$ cat config.mk
export PLATFORM = sky130hd
export DESIGN_NAME = seg_shift_out_flat
export DESIGN_NICKNAME = d
export VERILOG_FILES = /design/src/rtl/seg_shift_out_if.sv /design/src/rtl/seg_shift_out.sv /design/src/flat_wrapper.sv
export SDC_FILE = /design/constraint.sdc
export NUM_CORES = 1
export LEC_CHECK = 0
export CELL_PAD_IN_SITES_DETAIL_PLACEMENT = 1
export CELL_PAD_IN_SITES_GLOBAL_PLACEMENT = 2
export CORE_ASPECT_RATIO = 1.1
export CORE_MARGIN = 8
export CORE_UTILIZATION = 40
export CTS_CLUSTER_DIAMETER = 100
export CTS_CLUSTER_SIZE = 24
export DETAILED_ROUTE_END_ITERATION = 8
export DONT_BUFFER_PORTS = 1
export HOLD_SLACK_MARGIN = 0.06
export PLACE_DENSITY_LB_ADDON = 0.1
export SLEW_MARGIN = 40
export SYNTH_ARGS = -nofsm -noshare
export SYNTH_HDL_FRONTEND = slang
export SYNTH_SLANG_ARGS = --single-unit
$ cat constraint.sdc
create_clock -name clk -period 2.6 [get_ports clk]
set_clock_uncertainty 0.2 [all_clocks]
set_input_delay 0.26 -clock clk [delete_from_list [all_inputs] [get_ports clk]]
set_output_delay 0.26 -clock clk [all_outputs]
set_load 0.005 [all_outputs]
$ cat src/rtl/seg_shift_out_if.sv
// -----------------------------------------------------------------------------
// seg_shift_out_if
// Control/handshake bundle between the segment-map stage and seg_shift_out.
//   start     : request to shift out par_data (sampled only while idle)
//   auto_rfsh : restart automatically after every done pulse
//   par_data  : DATA_W-bit segment pattern, MSB sent first
//   busy      : transfer in progress (capture cycle through last latch cycle)
//   done      : one-cycle completion pulse
// master = producer of the pattern, slave = seg_shift_out.
// -----------------------------------------------------------------------------
interface seg_shift_out_if #(
  parameter int DATA_W = 64
);
  logic              start;
  logic              auto_rfsh;
  logic [DATA_W-1:0] par_data;
  logic              busy;
  logic              done;

  modport master (
    output start,
    output auto_rfsh,
    output par_data,
    input  busy,
    input  done
  );

  modport slave (
    input  start,
    input  auto_rfsh,
    input  par_data,
    output busy,
    output done
  );
endinterface

$ cat src/rtl/seg_shift_out.sv
// -----------------------------------------------------------------------------
// seg_shift_out
// Shifts a DATA_W-bit segment pattern MSB-first into an external shift-register
// chain, then strobes the latch/output enable.
//   clk, rst_n : system clock, asynchronous active-low reset
//   ctrl       : seg_shift_out_if.slave (start, auto_rfsh, par_data, busy, done)
//   s_clk      : serial clock, low for CLK_DIV cycles then high for CLK_DIV
//   s_dat      : serial data, constant over a whole bit period
//   s_en       : latch strobe, high for CLK_DIV cycles after the last bit
//   s_clr_n    : active-low chain clear, low only while in / just out of reset
// Latency from the start-sampling edge to done is 1+(2*DATA_W+1)*CLK_DIV.
// -----------------------------------------------------------------------------
module seg_shift_out #(
  parameter int DATA_W  = 64,
  parameter int CLK_DIV = 2
) (
  input  logic             clk,
  input  logic             rst_n,
  seg_shift_out_if.slave   ctrl,
  output logic             s_clk,
  output logic             s_dat,
  output logic             s_en,
  output logic             s_clr_n
);

  typedef enum logic [1:0] {
    IDLE,
    SHIFT,
    LATCH
  } state_t;

  // 2*255-1 fits in 9 bits, covering the whole legal CLK_DIV range.
  localparam int DIV_W = 9;
  localparam int BIT_W = (DATA_W > 1) ? $clog2(DATA_W) : 1;

  localparam logic [DIV_W-1:0] PERIOD_LAST = DIV_W'(2 * CLK_DIV - 1);
  localparam logic [DIV_W-1:0] CLK_RISE    = DIV_W'(CLK_DIV - 1);
  localparam logic [DIV_W-1:0] LATCH_LAST  = DIV_W'(CLK_DIV - 1);
  localparam logic [BIT_W-1:0] BIT_LAST    = BIT_W'(DATA_W - 1);

  state_t            state;
  logic [DATA_W-1:0] shreg;
  logic [DATA_W-1:0] shreg_next;
  logic [DIV_W-1:0]  div_cnt;
  logic [BIT_W-1:0]  bit_cnt;
  logic              accept;

  assign shreg_next = shreg << 1;

  // s_clr_n doubles as the "one edge since reset" flag, so start is only
  // honoured from the second edge after rst_n rises. A done pulse with
  // auto_rfsh behaves exactly like a start in the same cycle.
  assign accept = s_clr_n && (ctrl.start || (ctrl.done && ctrl.auto_rfsh));

  // NOTE: all state uses non-blocking assignments so every register samples
  // the pre-edge values; blocking here would create order-dependent logic.
  always_ff @(posedge clk or negedge rst_n) begin
    if (!rst_n) begin
      state     <= IDLE;
      // NOTE: the shift register is reset too, so no stale pattern can ever
      // reach s_dat after an aborted transfer.
      shreg     <= '0;
      div_cnt   <= '0;
      bit_cnt   <= '0;
      ctrl.busy <= 1'b0;
      ctrl.done <= 1'b0;
      s_clk     <= 1'b0;
      s_dat     <= 1'b0;
      s_en      <= 1'b0;
      s_clr_n   <= 1'b0;
    end else begin
      s_clr_n   <= 1'b1;
      ctrl.done <= 1'b0;

      unique case (state)
        IDLE: begin
          if (accept) begin
            state     <= SHIFT;
            shreg     <= ctrl.par_data;
            div_cnt   <= '0;
            bit_cnt   <= '0;
            ctrl.busy <= 1'b1;
            s_clk     <= 1'b0;
            s_dat     <= ctrl.par_data[DATA_W-1];
          end
        end

        SHIFT: begin
          if (div_cnt == PERIOD_LAST) begin
            // End of a bit period: advance to the next bit (or to LATCH).
            div_cnt <= '0;
            shreg   <= shreg_next;
            s_clk   <= 1'b0;
            if (bit_cnt == BIT_LAST) begin
              state <= LATCH;
              s_dat <= 1'b0;
              s_en  <= 1'b1;
            end else begin
              bit_cnt <= bit_cnt + 1'b1;
              s_dat   <= shreg_next[DATA_W-1];
            end
          end else begin
            // s_clk is registered, so decide on the count the next cycle
            // will carry: high once it reaches CLK_DIV.
            div_cnt <= div_cnt + 1'b1;
            s_clk   <= (div_cnt >= CLK_RISE);
          end
        end

        LATCH: begin
          if (div_cnt == LATCH_LAST) begin
            state     <= IDLE;
            div_cnt   <= '0;
            ctrl.busy <= 1'b0;
            ctrl.done <= 1'b1;
            s_en      <= 1'b0;
          end else begin
            div_cnt <= div_cnt + 1'b1;
          end
        end

        default: state <= IDLE;
      endcase
    end
  end

endmodule

$ cat src/flat_wrapper.sv
// flat-port wrapper written by rule: the top's interface ports become plain ports
module seg_shift_out_flat 
#(
  parameter int DATA_W  = 64,
  parameter int CLK_DIV = 2
)
  (clk, rst_n, s_clk, s_dat, s_en, s_clr_n, ctrl_start, ctrl_auto_rfsh, ctrl_par_data, ctrl_busy, ctrl_done);
  seg_shift_out_if #(.DATA_W(DATA_W)) ctrl_i ();
  input  logic clk;
  input  logic rst_n;
  output logic s_clk;
  output logic s_dat;
  output logic s_en;
  output logic s_clr_n;
  input wire logic [$bits(ctrl_i.start)-1:0] ctrl_start;
  input wire logic [$bits(ctrl_i.auto_rfsh)-1:0] ctrl_auto_rfsh;
  input wire logic [$bits(ctrl_i.par_data)-1:0] ctrl_par_data;
  output wire logic [$bits(ctrl_i.busy)-1:0] ctrl_busy;
  output wire logic [$bits(ctrl_i.done)-1:0] ctrl_done;
  assign ctrl_i.start = ctrl_start;
  assign ctrl_i.auto_rfsh = ctrl_auto_rfsh;
  assign ctrl_i.par_data = ctrl_par_data;
  assign ctrl_busy = ctrl_i.busy;
  assign ctrl_done = ctrl_i.done;
  seg_shift_out #(.DATA_W(DATA_W), .CLK_DIV(CLK_DIV)) u_core (.clk(clk), .rst_n(rst_n), .ctrl(ctrl_i), .s_clk(s_clk), .s_dat(s_dat), .s_en(s_en), .s_clr_n(s_clr_n));
endmodule
==> metrics, run 1 <==
Area growth syn-to-layout 25.2%; GP Congestion 0.741; Remaining DRCs 0; worst skew pair latency 0.34 ns; # setup viols final 0; total leakage power 2.76 nW; Setup Buffers After CTS 0; IO Count 74; commonest cells after routing, fill and taps aside dfrtp_1 (86), o21ai_1 (68), o21ai_0 (66); Finished Core Util 0.509; cell area after layout 5530 sq um; Post-synth ARST share 1.00; Slew HR 0.526; CTS tree yes; detailed-route wire length 12.1 mm; H-tree depth 3; Die Width 116 microns; detailed placement HPWL 7.23 mm; Initial Utilization 0.407; DR iter-0 viols 199; die height 126 microns; syn_nets 513; most common cell after layout, fill and taps aside dfrtp_1; Core ar. 10,900 sq um; Post-DP Area 4590 sq um; pin count of the biggest net entering global routing 87; Final ANT Viol Nets 0; wire per inst 18.6 microns; full die area 14,700 sq um; total track usage 0.175; share of cells above drive strength 1 0.0840; CP Max Fanout 59; Total Nets Final 570; Crit Path Class flop to flop; routed via count 3,598; Max Cap Viol 0; sequential fraction of the synthesis area 0.487; area of the mapped netlist 4420 sq um; global-route wire length before repair 20.5 mm; Post-synth EDFFs 0; Synth cell types 50; Vias/cell 5.56; Tightest Hold Check Type input pin to flop; Seq cells post-synth 86; Final Hold Vio Count 0; vias in the first global route 3,971; achievable frequency 409 MHz; CP startpoint kind flop; Synth warnings 0; Longest Clk Path Bufs 2; number of detailed-route iterations in the first pass 4; actual slew at the worst max-slew pin 0.711 ns; Top FF cell, synth dfrtp_1; Max VDD drop 0.000281 V; fin crit period 2.45 ns; Syn Inst Count 438; CTS Buf Count 9; # rows 40; initial antenna violation count 0; total grt overflow 0; crit end category flop; final slew viol count 0; Avg Inst Size Synth 10.1 sq um; antenna cells 0; Worst EP required 2.66 ns; pwr dens 478 nW/um^2; TNS Setup 0 ns; PortBufs 0; RSZ-0062 raised after global routing no; status complete, no violations; Root Driver clkbuf_16; clk sinks 86; period utilisation layout 0.941; CTS clock-pin slew for the worst setup and hold paths 0.07 ns; CP arrival 2.51 ns
## final cells by class
class	instances	area, sq um
Sequential cell	86	2150
Fill cell	1186	5330
Clock inverter	6	36.3
Clock buffer	10	229
Multi-Input combinational cell	314	2120
Timing Repair Buffer	77	777
Tap cell	147	184
Inverter	7	26.3
## cells by family (layout without fill, tap and decap cells)
group           Yosys count  after routing  synth area share
mux                      64             64             0.145
compound gates          181            181             0.234
simple gates             61             61            0.0759
fa+ha+maj                 7              7            0.0198
other cells               1              1          0.000849
flops                    86             86             0.487
buf+inv                  38            100            0.0368
## state kept, by name, indices dropped and copies added, names as in the netlist
signal and count:
u_core.bit_cnt 6, u_core.ctrl.busy 1, u_core.ctrl.done 1, u_core.div_cnt 9, u_core.s_clk 1, u_core.s_clr_n 1
u_core.s_dat 1, u_core.s_en 1, u_core.shreg 63, u_core.state 2
## critical path: stages (launching register included)
cell and delay (ns):
dfrtp_1 0.43, ha_1 0.23, nor4b_2 0.16, buf_4 0.16, a21oi_4 0.28, buf_4 0.53
o21ai_0 0.22, o21ai_1 0.14
## cell usage after synthesis (3+ instances only)
master	n	share of area
buf_2	7	0.0079
clkbuf_1	22	0.019
a21oi_1	7	0.0079
o21ai_0	66	0.075
a21oi_2	3	0.0060
o21ai_1	68	0.077
nand2_1	28	0.024
inv_1	7	0.0060
o311ai_0	4	0.0079
nand3_1	6	0.0068
dfrtp_1	86	0.49
and3_1	4	0.0057
nand4_1	3	0.0043
a31oi_1	4	0.0057
ha_1	7	0.020
o211ai_1	11	0.019
mux2i_1	63	0.14
and2_1	3	0.0043
nor3_1	3	0.0034
## worst paths after layout
kind,end,slack [ns],startpoint,depth (start not counted)
max,u_core.shreg[31]$_DFFE_PN0P_,0.15,u_core.div_cnt[0]$_DFFE_PN0P_,7
max in group asynchronous,u_core.s_clk$_DFFE_PN0P_,1.52,rst_n,2
min in group asynchronous,u_core.div_cnt[3]$_DFFE_PN0P_,0.26,rst_n,2
min reg2reg,u_core.shreg[47]$_DFFE_PN0P_,0.31,u_core.shreg[47]$_DFFE_PN0P_,2
max reg2reg,u_core.shreg[31]$_DFFE_PN0P_,0.15,u_core.div_cnt[0]$_DFFE_PN0P_,7
min,u_core.ctrl.busy$_DFFE_PN0P_,0.11,ctrl_start,3
## metrics by stage
stage	hold WS [ns]	total power [mW]	instances	setup WS (ns)
4_1_cts	0.0876	2.69	647	0.180
5_1_grt	0.160	2.74	647	0.00429
6_report	0.108	2.65	647	0.154
3_5_place_dp	-0.230	1.37	565	0.199
3_3_place_gp	-0.231	1.37	565	0.229
2_1_floorplan	-0.236	1.37	438	0.498
## power breakdown
part	internal, mW	leakage (nW)	total [mW]	switching (mW)
sequential	1.34	1.16	1.34	0.00135
combinational	0.0729	1.47	0.119	0.0463
clock	0.645	0.132	1.19	0.542
## per-layer routing
metal	global-route usage	part of all wire
met5	0	0
met4	0.0481	0.0093
met3	0.0416	0.040
met2	0.295	0.50
met1	0.216	0.45
## what timing repair did
item	in CTS	in global routing
hold endpoints to repair	150	0
gates resized for setup	0	0
hold buffers	66	0
Note: power is estimated with default switching activity, not from simulation.
==> inputs of run 2 (changes only) <==
--- a/config.mk
+++ b/config.mk
@@ -15,6 +15,7 @@
 export DETAILED_ROUTE_END_ITERATION = 8
 export DONT_BUFFER_PORTS = 1
 export HOLD_SLACK_MARGIN = 0.06
+export MAX_ROUTING_LAYER = met4
 export PLACE_DENSITY_LB_ADDON = 0.1
 export SLEW_MARGIN = 40
 export SYNTH_ARGS = -nofsm -noshare
==> metrics, run 2 (synthesis results as in run 1) <==
routed via count 3,603 (was 3,598); pwr dens 478 nW/um^2 (about the same); cell area after layout 5530 sq um (unchanged); power share of the combinational group 0.045 (about the same); CTS Buf Count 9 (unchanged); total leakage power 2.76 nW (unchanged); TNS Setup 0 ns (unchanged); switching pwr 0.587 mW (was 0.590 mW); Reg-to-Reg End u_core.shreg[50]$_DFFE_PN0P_ (was u_core.shreg[31]$_DFFE_PN0P_); worst setup margin 0.156 ns (was 0.154 ns); CP startpoint kind flop (unchanged); initial antenna violation count 0 (unchanged); CTS tree yes (unchanged); clk sinks 86 (unchanged); Power Total 2.64 mW (was 2.65 mW); total grt overflow 0 (unchanged); global-route wire length before repair 20.4 mm (was 20.5 mm); die height 126 microns (unchanged); DR iter-0 viols 171 (was 199); CP arrival 2.51 ns (about the same); Total Nets Final 570 (unchanged); Pint 2.06 mW (about the same); achievable frequency 409 MHz (about the same); full die area 14,700 sq um (unchanged); Max Cap Viol 0 (unchanged); H-tree depth 3 (unchanged); Max VDD drop 0.000282 V (was 0.000281 V); period utilisation layout 0.940 (was 0.941); Crit Path Class flop to flop (unchanged); Finished Core Util 0.509 (unchanged); vias in the first global route 3,974 (was 3,971); sequential power share 0.507 (was 0.506); Critical Path End u_core.shreg[50]$_DFFE_PN0P_ (was u_core.shreg[31]$_DFFE_PN0P_); IO Count 74 (unchanged); Vias/cell 5.57 (was 5.56); GP Congestion 0.750 (was 0.741); Layout Cells excl Fill 647 (unchanged); RSZ-0062 raised after global routing no (unchanged); dpl cells 565 (unchanged); antenna cells 0 (unchanged); worst skew pair latency 0.34 ns (about the same); share of cells above drive strength 1 0.0840 (unchanged); CP max-delay cell buf_4 (unchanged); Longest Clk Path Bufs 2 (unchanged); actual slew at the worst max-slew pin 0.721 ns (was 0.711 ns); Initial Utilization 0.407 (unchanged); wire per inst 18.7 microns (was 18.6 microns); clock power share 0.448 (was 0.449); # rows 40 (unchanged); Slowest Stage Delay on Critical Path 0.54 ns (was 0.53 ns); Die Width 116 microns (unchanged); total track usage 0.180 (was 0.175); CP Max Fanout 59 (unchanged); Crit path top cell by count buf_4 (unchanged); max reg flops 63 (unchanged); crit end category flop (unchanged); Tightest Hold Check Type input pin to flop (unchanged); Final Hold Vio Count 0 (unchanged); Hold WS 0.108 ns (about the same); detailed placement HPWL 7.23 mm (unchanged); Hold-fix buffers, CTS 66 (unchanged); number of detailed-route iterations in the first pass 4 (unchanged); DP Worst Slack 0.199 ns (unchanged); largest register by flop count u_core.shreg (unchanged); most common cell after layout, fill and taps aside dfrtp_1 (unchanged); crit-path cells ha_1, nor4b_2, buf_4, a21oi_4, buf_4, o21ai_0, o21ai_1 (unchanged); R2R depth 7 (unchanged); Core ar. 10,900 sq um (unchanged); status complete, no violations (unchanged); Worst Hold Depth 3 (unchanged); Worst EP required 2.66 ns (about the same); Final ANT Viol Nets 0 (unchanged); reg2reg start u_core.div_cnt[0]$_DFFE_PN0P_ (unchanged); post-CTS resize count 0 (unchanged); Worst Setup SP u_core.div_cnt[0]$_DFFE_PN0P_ (unchanged); Slew HR 0.520 (was 0.526); detailed-route wire length 12.1 mm (about the same); Remaining DRCs 0 (unchanged); Root Driver clkbuf_16 (unchanged); CTS clock-pin slew for the worst setup and hold paths 0.07 ns (about the same); Setup Buffers After CTS 0 (unchanged); Worst R2R Setup Slack 0.16 ns (was 0.15 ns); pin count of the biggest net entering global routing 87 (unchanged); largest registers u_core.shreg: 63 flops, u_core.div_cnt: 9 flops, u_core.bit_cnt: 6 flops (unchanged); switching portion of total power 0.222 (was 0.223); commonest cells after routing, fill and taps aside dfrtp_1 (86), o21ai_1 (68), o21ai_0 (66) (unchanged); final slew viol count 0 (unchanged); fin crit period 2.44 ns (was 2.45 ns); Area growth syn-to-layout 25.2% (unchanged); PortBufs 0 (unchanged); Post-DP Area 4590 sq um (unchanged); # setup viols final 0 (unchanged)
-- run 2: cell counts in the layout (fill, tap and decap cells not counted) --
No cell type changed its count.
-- run 2: worst min path at each step --
stage / from / slack [ns] / end
after floorplan: rst_n / -0.24 / u_core.bit_cnt[0]$_DFFE_PN0P_
after global placement: rst_n / -0.23 / u_core.div_cnt[3]$_DFFE_PN0P_
after detailed placement: rst_n / -0.23 / u_core.div_cnt[3]$_DFFE_PN0P_
after CTS: ctrl_start / 0.09 / u_core.ctrl.busy$_DFFE_PN0P_
after global routing: ctrl_start / 0.16 / u_core.ctrl.busy$_DFFE_PN0P_
final: ctrl_start / 0.11 / u_core.ctrl.busy$_DFFE_PN0P_
-- run 2: worst max-delay path: cells and delay by family (launching register included) --
family / cells / cell delay, ns
compound gates: 3 / 0.63
fa+ha+maj: 1 / 0.23
buf+inv: 2 / 0.70
flops: 1 / 0.43
simple gates: 1 / 0.16
-- run 2: metal layers --
metal / global-route usage / wire length [microns]
met1: 0.217 / 5560
met5: - / 0
met3: 0.0373 / 429
met4: 0.0481 / 111
met2: 0.297 / 6030
-- run 2: layout make-up --
class                           instances  area, sq um
Timing Repair Buffer                   77          777
Tap cell                              147          184
Clock inverter                          6         36.3
Sequential cell                        86         2150
Clock buffer                           10          229
Multi-Input combinational cell        314         2120
Fill cell                            1186         5330
Inverter                                7         26.3
-- run 2: power groups by stage --
stage	registers [mW]	logic, mW	clock network [mW]
2_1_floorplan	1.37	0.00487	0
3_3_place_gp	1.37	0.00537	0
3_5_place_dp	1.37	0.00543	0
4_1_cts	1.34	0.121	1.23
5_1_grt	1.34	0.132	1.27
6_report	1.34	0.119	1.18
